$ cat config.mk
export PLATFORM = sky130hd
export DESIGN_NAME = conv_mode_sequencer
export DESIGN_NICKNAME = d
export VERILOG_FILES = /design/src/rtl/conv_mode_sequencer.sv
export SDC_FILE = /design/constraint.sdc
export NUM_CORES = 1
export LEC_CHECK = 0
export BUFFER_PORTS_ARGS = -buffer_cell sky130_fd_sc_hd__buf_2
export CORE_ASPECT_RATIO = 0.7
export CORE_MARGIN = 1.5
export CORE_UTILIZATION = 35
export CTS_CLUSTER_DIAMETER = 60
export DETAILED_ROUTE_END_ITERATION = 12
export GPL_TIMING_DRIVEN = 0
export SYNTH_ARGS = -nofsm -noshare
export SYNTH_HDL_FRONTEND = slang
export SYNTH_SLANG_ARGS = --single-unit
export TNS_END_PERCENT = 1
$ cat constraint.sdc
create_clock -name clk -period 7.3 [get_ports clk]
set_input_delay 0.73 -clock clk [delete_from_list [all_inputs] [get_ports clk]]
set_output_delay 0.73 -clock clk [all_outputs]
set_load 0.1 [all_outputs]
$ cat src/rtl/conv_mode_sequencer.sv
// rtl/conv_mode_sequencer.sv - steps the convolution mode select, captures results, streams them out
// Four modes are each given a settle window, then a bounded wait for ans; the 16 words then drain over valid/ready.
module conv_mode_sequencer #(
  parameter int DW      = 9,
  parameter int SETTLE  = 2,
  parameter int TIMEOUT = 255
) (
  input  logic          clk,
  input  logic          rst,
  input  logic          start,
  output logic [1:0]    m_out,
  input  logic          conv_ans,
  input  logic [DW-1:0] conv_out0,
  input  logic [DW-1:0] conv_out1,
  input  logic [DW-1:0] conv_out2,
  input  logic [DW-1:0] conv_out3,
  output logic          busy,
  output logic          done,
  output logic [3:0]    err,
  output logic          res_valid,
  input  logic          res_ready,
  output logic [DW-1:0] res_data,
  output logic [3:0]    res_tag
);

  localparam logic [2:0] ST_IDLE   = 3'd0;
  localparam logic [2:0] ST_SETTLE = 3'd1;
  localparam logic [2:0] ST_WAIT   = 3'd2;
  localparam logic [2:0] ST_STREAM = 3'd3;
  localparam logic [2:0] ST_DONE   = 3'd4;

  localparam logic [3:0] SETTLE_CNT = 4'(SETTLE);
  localparam logic [9:0] TO_LAST    = 10'(TIMEOUT - 1);

  logic [2:0]    r_state;
  logic [1:0]    r_mode;
  logic [3:0]    r_scnt;
  logic [9:0]    r_timer;
  logic [3:0]    r_idx;
  logic [DW-1:0] r_buf [16];
  logic          r_busy;
  logic          r_done;
  logic [3:0]    r_err;
  logic          r_valid;
  logic [DW-1:0] r_data;
  logic [3:0]    r_tag;

  logic w_timeout;
  logic w_xfer;

  assign w_timeout = (r_timer == TO_LAST);
  assign w_xfer    = r_valid && res_ready;

  assign m_out     = r_mode;
  assign busy      = r_busy;
  assign done      = r_done;
  assign err       = r_err;
  assign res_valid = r_valid;
  assign res_data  = r_data;
  assign res_tag   = r_tag;

  always_ff @(posedge clk or posedge rst) begin
    if (rst) begin
      r_state <= ST_IDLE;
      r_mode  <= 2'd0;
      r_scnt  <= 4'd0;
      r_timer <= 10'd0;
      r_idx   <= 4'd0;
      r_busy  <= 1'b0;
      r_done  <= 1'b0;
      r_err   <= 4'd0;
      r_valid <= 1'b0;
      r_data  <= '0;
      r_tag   <= 4'd0;
      for (int i = 0; i < 16; i++) begin
        r_buf[i] <= '0;
      end
    end else begin
      r_done <= 1'b0;
      case (r_state)
        ST_IDLE: begin
          if (start) begin
            r_state <= ST_SETTLE;
            r_mode  <= 2'd0;
            r_scnt  <= SETTLE_CNT;
            r_err   <= 4'd0;
            r_busy  <= 1'b1;
          end
        end
        // ans is deliberately not looked at here so a stale flag from the previous mode is dropped
        ST_SETTLE: begin
          r_scnt <= r_scnt - 4'd1;
          if (r_scnt == 4'd1) begin
            r_state <= ST_WAIT;
            r_timer <= 10'd0;
          end
        end
        ST_WAIT: begin
          if (conv_ans || w_timeout) begin
            if (conv_ans) begin
              r_buf[{r_mode, 2'd0}] <= conv_out0;
              r_buf[{r_mode, 2'd1}] <= conv_out1;
              r_buf[{r_mode, 2'd2}] <= conv_out2;
              r_buf[{r_mode, 2'd3}] <= conv_out3;
            end else begin
              r_buf[{r_mode, 2'd0}] <= '0;
              r_buf[{r_mode, 2'd1}] <= '0;
              r_buf[{r_mode, 2'd2}] <= '0;
              r_buf[{r_mode, 2'd3}] <= '0;
              r_err[r_mode]         <= 1'b1;
            end
            if (r_mode == 2'd3) begin
              r_state <= ST_STREAM;
              r_idx   <= 4'd0;
            end else begin
              r_mode  <= r_mode + 2'd1;
              r_state <= ST_SETTLE;
              r_scnt  <= SETTLE_CNT;
            end
          end else begin
            r_timer <= r_timer + 10'd1;
          end
        end
        // First STREAM cycle preloads word 0; afterwards each transfer loads the next word with no bubble
        ST_STREAM: begin
          if (!r_valid) begin
            r_valid <= 1'b1;
            r_data  <= r_buf[r_idx];
            r_tag   <= r_idx;
          end else if (w_xfer) begin
            if (r_idx == 4'd15) begin
              r_valid <= 1'b0;
              r_state <= ST_DONE;
              r_done  <= 1'b1;
              r_busy  <= 1'b0;
              r_mode  <= 2'd0;
            end else begin
              r_idx  <= r_idx + 4'd1;
              r_data <= r_buf[r_idx + 4'd1];
              r_tag  <= r_idx + 4'd1;
            end
          end
        end
        ST_DONE: begin
          r_state <= ST_IDLE;
        end
        default: begin
          r_state <= ST_IDLE;
        end
      endcase
    end
  end

endmodule

==> flow_metrics.env <==
export IMPL_synth_area_per_cell_um2=10.2
export IMPL_place_inst=1385
export IMPL_tightest_slew_ns=1.27
export IMPL_slew_headroom=0.151
export IMPL_htreeDepth=4
export IMPL_pre_cts_slack_ns=4.35
export IMPL_postSynthCellCount=958
export IMPL_p_clk_frac=0.217
export IMPL_clk_latency_ns=0.45
export IMPL_ios=63
export IMPL_ys_seq_area_frac=0.479
export IMPL_pwr_share_comb=0.462
export IMPL_rsz0062_at_grt="false"
export IMPL_synth_most_common_cell="nand2_1"
export IMPL_cts_made_buffers=17
export IMPL_initial_core_util=0.361
export IMPL_utilization=0.413
export IMPL_cts_tree="built"
export IMPL_synthTopCellsByArea="dfrtp_1 48%, mux4_2 11%, nand2_1 8.5%, o21ai_1 8.1%, mux2i_1 6.3%"
export IMPL_antenna_found_initial=0
export IMPL_ys_types=62
export IMPL_drc=0
export IMPL_tns_ns=0
export IMPL_grt_pass1_wl_mm=51.3
export IMPL_synth_seq_cells=187
export IMPL_slowest_stage="clkbuf_1"
export IMPL_yosys_area_top_type="dfrtp_1"
export IMPL_crit_fanout=10
export IMPL_synth_top_area_share=0.479
export IMPL_num_antenna_cells=0
export IMPL_synthArstFlopShare=1.00
export IMPL_dominantRegCellSynth="dfrtp_1"
export IMPL_routed_via_density=5.79
export IMPL_clock_path_buffers=2
export IMPL_setup_viol=0
export IMPL_die_area_mm2=0.0290
export IMPL_dr_wl_met3_mm=3.70
export IMPL_final_area_mm2=0.0112
export IMPL_critPathArrivalTime_ns=3.43
export IMPL_p_per_area_mw_per_mm2=398
export IMPL_intPower_mw=2.48
export IMPL_top_layer="met4"
export IMPL_die_h_um=143
export IMPL_cp_num_buf_inv=1
export IMPL_run_status="finished, final reports clean"
export IMPL_cp_top_family="compound AO/OA/AOI/OAI gates"
export IMPL_whs_ns=0.353
export IMPL_hold_buffers=0
export IMPL_post_cts_buffers=0
export IMPL_met2_length_mm=14.2
export IMPL_dieWidth_um=203
export IMPL_core_mm2=0.0271
export IMPL_synthTopCellsByCount="222 x nand2_1, 187 x dfrtp_1, 159 x o21ai_1, 62 x mux2i_1, 47 x mux4_2"
export IMPL_hp_class="in -> async"
export IMPL_final_cells=1417
export IMPL_p_leak_nw=4.72
export IMPL_min_period_ns=3.09
export IMPL_cp_cell_sequence="ha_1 > xnor2_2 > and2_1 > clkbuf_1 > a22o_1 > o21ai_1 > a31o_1"
export IMPL_dr_pass1_iters=7
export IMPL_grt_max_degree=109
export IMPL_drt_iter0_markers=875
export IMPL_p_sw_frac=0.443
export IMPL_grt_ovfl_total=0
export IMPL_dp_hpwl_mm=24.2
export IMPL_synth_edf_count=0
export IMPL_path_class="reg -> reg"
export IMPL_drive_gt1_frac=0.171
export IMPL_portBuffers=62
export IMPL_vdd_ir_drop_max_v=0.000194
export IMPL_nets=1090
export IMPL_power_mw=4.45
export IMPL_routed_wl_mm=34.2
export IMPL_place_gp_congestion=0.923
export IMPL_timing_hold_violations_final=0
export IMPL_syn_area_mm2=0.00978
export IMPL_fmax_ghz=0.323
export IMPL_finalCritPeriodShare=0.424
export IMPL_clk_pin_slew_worst_paths_ns=0.08
export IMPL_slowest_delay_ns=0.68
export IMPL_fin_ws_ns=4.21
export IMPL_dpl_cell_area_mm2=0.0106
export IMPL_vias=8211
export IMPL_rows=50
export IMPL_cap_violations=0
export IMPL_grt_usage=0.243
export IMPL_sequentialPowerShare=0.321
export IMPL_cts_root_buf="clkbuf_16"
export IMPL_worst_ep_required_time_ns=7.64
export IMPL_yosys_warnings=0
export IMPL_avgRoutedWirePerCell_um=24.1
export IMPL_switchingPower_mw=1.97
export IMPL_antenna_left=0
export IMPL_grt_pass1_vias=8094
export IMPL_fin_skew_ns=0.0182
export IMPL_fillers=2678
export IMPL_worst_setup_path_start_kind="flop"
export IMPL_syn_nets=1008
export IMPL_area_delta_synth_final_pct=14.3
export IMPL_drt_met1_wl_mm=15.4
export IMPL_end_kind="flop"
export IMPL_cts_resized_gates=0
export IMPL_slew_violations=0
export IMPL_cts_sinks=187
[worst register-to-register path, stage by stage (launching register included)]
cell      delay (ns)
dfrtp_1         0.38
ha_1            0.34
xnor2_2         0.65
and2_1          0.22
clkbuf_1        0.68
a22o_1          0.27
o21ai_1         0.14
a31o_1          0.31
[routing by layer]
layer / GRT usage / vias up
met5: 0 / -
met4: 0.0698 / 0
met3: 0.0908 / 72
met2: 0.345 / 396
met1: 0.345 / 4113
li1: - / 3630
[sequential cells by signal, summed over array words and instances, names as in the netlist]
signal     count
busy           1
err            4
done           1
r_scnt         4
r_timer       10
m_out          2
res_tag        4
res_valid      1
res_data       9
r_state        3
r_buf        144
r_idx          4
[cell usage in the layout, fill, tap and decap left out, drive strengths merged, types with 6 or more instances in the layout]
cell	synthesis	layout
dfrtp	187	187
clkinv	1	7
o31ai	7	7
mux4	47	47
or3	8	8
o22ai	12	12
a22oi	7	7
nor2b	6	6
o21ai	171	171
nand3	20	20
a22o	16	16
inv	8	16
nand2	222	222
buf	29	92
nor2	24	24
clkbuf	38	55
a21oi	12	12
nor3	9	9
ha	9	9
mux2i	62	62
[final cells by class]
class / instances / area [um^2] / area share
multi-input combinational: 695 / 4760 / 0.426
timing repair buffer: 63 / 338 / 0.0302
tap: 364 / 455 / 0.0407
buffer: 67 / 305 / 0.0273
sequential: 187 / 4680 / 0.419
inverter: 9 / 41.3 / 0.00369
clock buffer: 17 / 425 / 0.0381
clock inverter: 15 / 174 / 0.0156
[logic make-up (layout without fill, tap and decap cells)]
family | after synthesis | count (layout) | share of synthesized area
buffers and inverters | 76 | 171 | 0.0347
and+or+nand+nor | 319 | 319 | 0.142
DFF | 187 | 187 | 0.479
xor gates and xnor gates | 5 | 5 | 0.00601
AOI/OAI and AO/OA | 250 | 250 | 0.152
muxes | 112 | 112 | 0.175
adders and majority gates | 9 | 9 | 0.0115
[path summary, 6_finish.rpt]
check / startpoint / endpoint / slack, ns / cells past startpoint
worst min register to register: res_tag[2] / res_tag[2] / 0.48 / 2
worst min-delay path: rst / m_out[1] / 0.35 / 2
max in group asynchronous: rst / res_data[3] / 5.97 / 3
worst max-delay path: r_idx[0] / res_data[7] / 4.21 / 7
worst max register to register: r_idx[0] / res_data[7] / 4.21 / 7
min in group clk: res_tag[2] / res_tag[2] / 0.48 / 2
[power by group through the flow]
stage	clock (mW)	sequential (mW)	combinational (mW)
5_1_grt	1.02	1.45	2.18
2_1_floorplan	0	1.66	1.25
4_1_cts	0.979	1.42	2.03
3_5_place_dp	0	1.44	2.02
6_report	0.967	1.43	2.06
3_3_place_gp	0	1.43	2.00
Power figures use the tool's default switching activity.
